$ cat config.mk
export PLATFORM = sky130hd
export DESIGN_NAME = mem_stage_ctrl
export DESIGN_NICKNAME = d
export VERILOG_FILES = /design/src/rtl/mem_stage_ctrl.sv
export SDC_FILE = /design/constraint.sdc
export NUM_CORES = 1
export LEC_CHECK = 0
export ABC_AREA = 1
export BUFFER_PORTS_ARGS = -buffer_cell sky130_fd_sc_hd__buf_2
export CAP_MARGIN = 10
export CORE_ASPECT_RATIO = 0.75
export CORE_UTILIZATION = 35
export CTS_CLUSTER_SIZE = 20
export DETAILED_ROUTE_END_ITERATION = 8
export GPL_TIMING_DRIVEN = 1
export PLACE_DENSITY = 0.65
export SLEW_MARGIN = 20
export SYNTH_ARGS = -nofsm -noshare
export SYNTH_HDL_FRONTEND = slang
export SYNTH_SLANG_ARGS = --single-unit
$ cat constraint.sdc
create_clock -name clk_i -period 1.5 [get_ports clk_i]
set_input_delay 0.15 -clock clk_i [delete_from_list [all_inputs] [get_ports clk_i]]
set_output_delay 0.15 -clock clk_i [all_outputs]
set_load 0.03 [all_outputs]
$ cat src/rtl/mem_stage_ctrl.sv
// Purpose: MEM-stage controller; issues data-memory req/ack accesses and drives the MEM/WB pipeline register.
// Latency: 1 cycle for non-memory ops; memory ops take IDLE + >=1 ACCESS cycle (completes on the dm_ack_i edge).
// Backpressure: stall_o freezes upstream while an access is outstanding; optional MEM_TIMEOUT_EN aborts long accesses.
module mem_stage_ctrl #(
    parameter int ADDR_W  = 32,
    parameter int TIMEOUT = 16
) (
    input  logic              clk_i,
    input  logic              rst_n,
    input  logic [31:0]       instr_i,
    input  logic [31:0]       alu_res_i,
    input  logic [31:0]       read_data_2_i,
    input  logic              MemRead_i,
    input  logic              MemWrite_i,
    input  logic [1:0]        MemtoReg_i,
    input  logic              RegWrite_i,
    output logic              dm_req_o,
    output logic              dm_we_o,
    output logic [ADDR_W-1:0] dm_addr_o,
    output logic [31:0]       dm_wdata_o,
    input  logic              dm_ack_i,
    input  logic [31:0]       dm_rdata_i,
    output logic              stall_o,
    output logic [31:0]       instr_o,
    output logic [31:0]       alu_res_o,
    output logic [31:0]       mem_data_o,
    output logic [1:0]        MemtoReg_o,
    output logic              RegWrite_o,
    output logic              err_o
);

    typedef enum logic [0:0] {
        S_IDLE   = 1'b0,
        S_ACCESS = 1'b1
    } state_t;

    state_t              r_state;
    state_t              w_state_nxt;

    // operation captured when a memory access is launched
    logic [ADDR_W-1:0]   r_addr;
    logic [31:0]         r_wdata;
    logic                r_we;
    logic [31:0]         r_instr;
    logic [1:0]          r_memtoreg;
    logic                r_regwrite;

    // MEM/WB pipeline register
    logic [31:0]         r_instr_o;
    logic [31:0]         r_alu_res_o;
    logic [31:0]         r_mem_data_o;
    logic [1:0]          r_memtoreg_o;
    logic                r_regwrite_o;

    logic                w_mem_op;
    logic                w_in_access;
    logic                w_latch;
    logic                w_stall;
    logic                w_abort;
    logic [31:0]         w_addr_ext;
    logic [31:0]         w_instr_nxt;
    logic [31:0]         w_alu_nxt;
    logic [31:0]         w_mem_data_nxt;
    logic [1:0]          w_memtoreg_nxt;
    logic                w_regwrite_nxt;

    assign w_mem_op    = MemRead_i | MemWrite_i;
    assign w_in_access = (r_state == S_ACCESS);
    assign w_addr_ext  = 32'(r_addr);

`ifdef MEM_TIMEOUT_EN
    localparam int CNT_W = $clog2(TIMEOUT + 1);
    localparam logic [CNT_W-1:0] CNT_LAST = CNT_W'(TIMEOUT - 1);

    logic [CNT_W-1:0]    r_cnt;
    logic                r_err;

    // An ack in the final allowed cycle wins over the abort.
    assign w_abort = w_in_access & ~dm_ack_i & (r_cnt == CNT_LAST);
    assign err_o   = r_err;

    // Count unacknowledged ACCESS cycles; raise a sticky error on abort.
    always_ff @(posedge clk_i or negedge rst_n) begin
        if (!rst_n) begin
            r_cnt <= '0;
            r_err <= 1'b0;
        end else begin
            if (r_state == S_IDLE && w_mem_op) begin
                r_cnt <= '0;
            end else if (w_in_access && !dm_ack_i && !w_abort) begin
                r_cnt <= r_cnt + 1'b1;
            end
            if (w_abort) begin
                r_err <= 1'b1;
            end
        end
    end
`else
    assign w_abort = 1'b0;
    assign err_o   = 1'b0;
`endif

    // Next-state, stall and MEM/WB next-value selection.
    always_comb begin
        w_state_nxt    = r_state;
        w_latch        = 1'b0;
        w_stall        = 1'b0;
        w_instr_nxt    = r_instr_o;
        w_alu_nxt      = r_alu_res_o;
        w_mem_data_nxt = r_mem_data_o;
        w_memtoreg_nxt = r_memtoreg_o;
        w_regwrite_nxt = r_regwrite_o;
        case (r_state)
            S_IDLE: begin
                if (!w_mem_op) begin
                    w_instr_nxt    = instr_i;
                    w_alu_nxt      = alu_res_i;
                    w_memtoreg_nxt = MemtoReg_i;
                    w_regwrite_nxt = RegWrite_i;
                end else begin
                    w_latch        = 1'b1;
                    w_stall        = 1'b1;
                    w_state_nxt    = S_ACCESS;
                    w_instr_nxt    = 32'h0;
                    w_regwrite_nxt = 1'b0;
                end
            end
            S_ACCESS: begin
                if (dm_ack_i) begin
                    w_state_nxt    = S_IDLE;
                    w_instr_nxt    = r_instr;
                    w_alu_nxt      = w_addr_ext;
                    w_memtoreg_nxt = r_memtoreg;
                    w_regwrite_nxt = r_regwrite;
                    if (!r_we) begin
                        w_mem_data_nxt = dm_rdata_i;
                    end
                end else if (w_abort) begin
                    w_state_nxt    = S_IDLE;
                    w_instr_nxt    = r_instr;
                    w_alu_nxt      = w_addr_ext;
                    w_memtoreg_nxt = r_memtoreg;
                    w_regwrite_nxt = 1'b0;
                    w_mem_data_nxt = 32'h0;
                end else begin
                    w_stall        = 1'b1;
                    w_instr_nxt    = 32'h0;
                    w_regwrite_nxt = 1'b0;
                end
            end
            default: begin
                w_state_nxt = S_IDLE;
            end
        endcase
    end

    // State register.
    always_ff @(posedge clk_i or negedge rst_n) begin
        if (!rst_n) begin
            r_state <= S_IDLE;
        end else begin
            r_state <= w_state_nxt;
        end
    end

    // Capture the memory operation when it launches; a combined read+write is a write.
    always_ff @(posedge clk_i or negedge rst_n) begin
        if (!rst_n) begin
            r_addr     <= '0;
            r_wdata    <= 32'h0;
            r_we       <= 1'b0;
            r_instr    <= 32'h0;
            r_memtoreg <= 2'b00;
            r_regwrite <= 1'b0;
        end else if (w_latch) begin
            r_addr     <= alu_res_i[ADDR_W-1:0];
            r_wdata    <= read_data_2_i;
            r_we       <= MemWrite_i;
            r_instr    <= instr_i;
            r_memtoreg <= MemtoReg_i;
            r_regwrite <= RegWrite_i;
        end
    end

    // MEM/WB pipeline register.
    always_ff @(posedge clk_i or negedge rst_n) begin
        if (!rst_n) begin
            r_instr_o    <= 32'h0;
            r_alu_res_o  <= 32'h0;
            r_mem_data_o <= 32'h0;
            r_memtoreg_o <= 2'b00;
            r_regwrite_o <= 1'b0;
        end else begin
            r_instr_o    <= w_instr_nxt;
            r_alu_res_o  <= w_alu_nxt;
            r_mem_data_o <= w_mem_data_nxt;
            r_memtoreg_o <= w_memtoreg_nxt;
            r_regwrite_o <= w_regwrite_nxt;
        end
    end

    // Memory interface is quiet outside ACCESS; reset also masks the upstream stall.
    assign dm_req_o   = w_in_access;
    assign dm_we_o    = w_in_access & r_we;
    assign dm_addr_o  = w_in_access ? r_addr : '0;
    assign dm_wdata_o = w_in_access ? r_wdata : 32'h0;
    assign stall_o    = rst_n & w_stall;

    assign instr_o    = r_instr_o;
    assign alu_res_o  = r_alu_res_o;
    assign mem_data_o = r_mem_data_o;
    assign MemtoReg_o = r_memtoreg_o;
    assign RegWrite_o = r_regwrite_o;

endmodule

== Word-level counts from Yosys, hierarchy flattened ==
Index checks and enable logic that the tools add are counted.
Word-level totals
  register bits: 200
  input port bits: 136
  output and inout bits: 167
Cells by class
  equal/unequal tests: 2
  mux-type cells: 18
  bitwise gates (word level): 5
  reduce and logical (&&, ||, !) cells: 2
Operators with widths (number)
  32-bit 2-to-1 mux: 6
  32-bit case mux with 2 select lines: 2
  1-bit 2-to-1 mux: 5
  2-bit 2-to-1 mux: 2
  2-bit inequality test (second input constant): 2
  1-bit case mux with 2 select lines: 2
  2-bit case mux with 2 select lines: 1
  3-bit AND reduction: 1
  1-bit AND: 2
  1-bit inverter: 2
  2-bit AND reduction: 1
  1-bit OR: 1

== Longest topological paths before layout ==
  depth after elaboration: 4
  mapped depth: 7

== Worst setup path before layout ==
No wires, ideal clock.
  path kind: flip-flop to output port
  from: register r_state, in the netlist dm_req_o
  to: output stall_o
  data arrival time: 1.520 ns
  required time: 1.350 ns
  path slack: -0.170 ns
  cell stages (with the launch flop): 6
  path buffers: 2
  cell sequence: dfrtp_1 buf_4 nand2_4 nand2_2 buf_2 nor2_1
On the way
  word-level cells in the longest chain between the ends: 3
RTL lines
  from (decl): RTL line 37  | state_t r_state;
  from (signal assigned): RTL line 162  | r_state <= w_state_nxt;
  1-bit inverter
  1-bit case mux with 2 select lines (*): RTL line 113  | case (r_state)
  1-bit AND (*): RTL line 207  | assign stall_o = rst_n & w_stall;
  to (decl): RTL line 23  | output logic stall_o,
Every way passes the cells marked *; elsewhere a longest branch is shown, timed or not.

== Worst setup path after layout ==
  from: register r_state, in the netlist dm_req_o
  to: output dm_addr_o[13]
On the way
  word-level cells in the longest chain between the ends: 1
RTL lines
  32-bit 2-to-1 mux: RTL line 205  | assign dm_addr_o = w_in_access ? r_addr : '0;
  to (decl): RTL line 19  | output logic [ADDR_W-1:0] dm_addr_o,
No other way between the ends.

==> run summary <==
The initial antenna violation count came to 1. For the pin with the worst max-slew slack, the measured transition is 0.590 ns. Data on the critical path arrives at its endpoint at 1.55 ns. Synthesis produced a netlist with a net count of between 1000 and 1500. Entering global routing, the biggest net connects 107 pins. CTS placed an instance of clkbuf_16 at the clock tree root. The number of failing setup endpoints in the final timing report came out at about 110. The critical path's largest stage delay is 0.55 ns.

The number of sinks on the clock net is 200. Sorting the synthesized cells by how often they occur yields nand2_1, dfrtp_1, inv_1, o21ai_0, nand3_1. The number of synthesized register bits is 200. The worst hold path terminates at r_addr[0]. The first global-routing pass estimated 41.8 mm of wire. The number of antenna cells inserted is 0.

The row count is 48. Synthesis instantiated 18 different standard cells from the library. The global route total overflow came out at 0. In the synthesized netlist the dominant register cell turns out to be dfrtp_1. The vertical die dimension came out at 136 um.

The first detailed-routing pass ran for 5 iterations. In the post-route analysis, the smallest setup slack over all paths is -0.195 ns. The final net count is ~1600. The number of buffers and inverters on the critical path is 4. The HPWL after detailed placement is 15.3 mm. The region available for standard cell placement spans 0.0232 mm2. Cells with a size suffix above 1 make up 34.7% of the layout. By area the synthesized netlist is led by dfrtp_1, nand2_1, o21ai_0, inv_1, nand3_1. The instance area after placement is just over 0.01 mm2.

The run finished, with violations left. The number of nets with antenna violations after detailed routing is 0. The clock latency reported for the late side of the worst-skew pair came out at 0.43 ns.

The remaining design rule violation count came out at 0. Detailed routing inserted a total of 8332 vias. The mean cell area of the mapped netlist came out at 8.37 um2.

The worst ir drop on vdd is 0.889 mV. Counting I/O delays and the setup requirement, the final critical path takes 1.70 ns. The number of synthesized flops with an enable pin is 0. The via count of the first global-routing pass is 8170. The filler-free cell count of the finished design is 1737.

about 300 I/O pins were placed. The area growth from synthesis to layout is 59.2%. The max-cap check violation count is 0.

The class of the most critical setup path is reg2out. The maximum clock insertion buffer count came out at 2. The final-report max-slew violation count is 0.

The slowest stage of the critical path is the dfrtp_4 cell. Of all cell types, the one taking the most synthesized area is dfrtp_1. The startpoint identified for the worst hold timing path is alu_res_i[0]. The initial core utilization came out at 36.1%. The critical path goes through buf_8 -> clkbuf_16 -> nand2_4 -> inv_2 -> buf_6. By instance count, the leading cell after synthesis is nand2_1. STA classifies the critical path endpoint as a primary output. The H-tree was split into 4 levels. Of the available clock period, the critical path in the final layout requires 113%. The path class of the tightest hold or removal check is in2reg. The number of stages on the worst hold path came out at 3.

The combined area of all synthesized cells is around 0.0084 mm2. Clock-pin slew was measured on the worst setup and hold paths at 0.07 ns. The worst slew margin relative to its limit came out at 60.6%. The final cell utilization of the core is 57.5%.

The path depth of the worst reg2reg path is 8. The destination of the worst register-to-register timing path is r_wdata[28]. Routability-driven placement finished with a final weighted congestion of 0.788. The number of instances in the synthesized netlist is ~1000. The total leakage power is 7.53 nW. The endpoint required time on the critical path came out at 1.35 ns. Power spread over the standard cell area amounts to 1410 mW/mm2. The checks that failed: setup timing. The number of hold-slack violations in the final timing report is 0.

The CTS buffer count is 17. The average via count per standard cell is 4.80. The die footprint came out at 0.0246 mm2.

Setup repair after global routing could not meet its margin everywhere. The global-route usage over all layers is 21.6%. Setup slack on the worst reg-to-reg path comes out at -0.09 ns. TritonCTS built the clock tree. The fraction of synthesis flops using an asynchronous set or reset pin is 100%. The critical path's top delay family is flip-flops. The die is 181 um wide. The placed instance count came out at approximately 1600. In this run the critical register-to-register path is launched from dm_req_o.

The number of design-rule violations left by the first detailed-router iteration came out at 514. The number of buffers added on ports is 301. For this run, the register share of the synthesized area comes to 59.6%.

Along the worst path, the maximum fanout reaches 7. The average wire per standard cell came out at 16.3 um. The critical path starts at dm_req_o.

The worst setup path is launched from a register. After detailed routing, the total wire length is 28.3 mm. The finished cells cover 0.0134 mm2. The worst clock skew on the final layout came out at 0.0106 ns. Summed over its instances, the top area cell type makes up 59.6% of the synthesized netlist area. The highest clock frequency the design can meet came out at ~0.59 GHz. For this run, the number of Yosys warnings is 0.
[power breakdown]
part | switching [mW] | internal, mW | leakage (nW)
sequential | 0.772 | 6.55 | 2.51
clock | 2.14 | 2.66 | 0.290
combinational | 4.23 | 2.44 | 4.73
total | 7.14 | 11.7 | 7.53
[cells by family after synthesis]
kind of cell | count (synthesis) | synth area share, %
buffers and inverters | 195 | 10.0
flip-flops | 200 | 59.6
AO/OA/AOI/OAI | 135 | 8.05
AND/OR/NAND/NOR | 471 | 22.2
other | 1 | 0.0447
[through the flow]
step	hold WS (ns)	power, mW	setup TNS (ns)	setup WS, ns
finish	0.0225	18.8	-9.90	-0.195
global route	0.0178	19.7	-19.62	-0.253
CTS	0.000188	18.4	-9.55	-0.208
detailed placement	0.284	12.6	0	0.0325
global placement	0.282	12.5	0	0.0695
floorplan	-0.146	10.7	0	0.0207
[placed cells by master, fill, tap and decap left out, types with 4 or more instances in the layout]
cell type | synthesis | layout
inv_6 | 0 | 4
o21ai_0 | 126 | 118
clkbuf_16 | 0 | 23
nand2_1 | 400 | 312
buf_12 | 0 | 16
nand3_1 | 66 | 66
buf_4 | 5 | 11
inv_2 | 1 | 33
nand2_2 | 1 | 49
o21ai_1 | 9 | 14
nand2_4 | 1 | 41
buf_16 | 0 | 5
dlygate4sd3_1 | 0 | 124
inv_1 | 134 | 101
buf_2 | 36 | 233
buf_6 | 6 | 64
dfrtp_1 | 200 | 199
[routing by layer]
metal | share of wire [%] | global-route usage, % | up-vias
li1 | - | - | 3901
met1 | 42 | 27.0 | 4021
met2 | 48 | 36.9 | 363
met3 | 7.5 | 5.81 | 45
met4 | 1.6 | 5.79 | 2
met5 | 0.046 | 0 | -
[what timing repair did]
action                                  CTS  global route
hold endpoints to repair                350             0
buffers inserted                          6             5
endpoints found under the setup margin   67           177
gates cloned                              5             7
resized for setup                       187           135
pin swaps                                 3            17
hold buffers                            124             0
[sequential cells by signal, indices dropped and copies added (netlist names)]
signal,count
alu_res_o,32
instr_o,32
mem_data_o,32
r_addr,32
r_instr,32
r_wdata,32
MemtoReg_o,2
r_memtoreg,2
RegWrite_o,1
dm_req_o,1
r_regwrite,1
r_we,1
[worst max path at each step]
stage	end	slack [ns]	cells after the start
global route	dm_addr_o[13]	-0.25	5
finish	dm_addr_o[13]	-0.20	5
CTS	dm_addr_o[1]	-0.21	5
global placement	mem_data_o[10]	0.07	6
floorplan	stall_o	0.02	5
detailed placement	alu_res_o[16]	0.03	6
[tightest hold or removal path: stages]
cell,delay [ns]
buf_2,0.10
inv_1,0.05
o21ai_0,0.09
[cell type report]
type | count | area, um2
fillers | 1935 | 9890
multi-input cells | 607 | 3000
clock inverters | 13 | 166
flip-flops and latches | 200 | 5010
well taps | 300 | 375
repair buffers | 462 | 3860
clock buffers | 19 | 433
inverters | 136 | 513
Note: power is estimated with default switching activity, not from simulation.
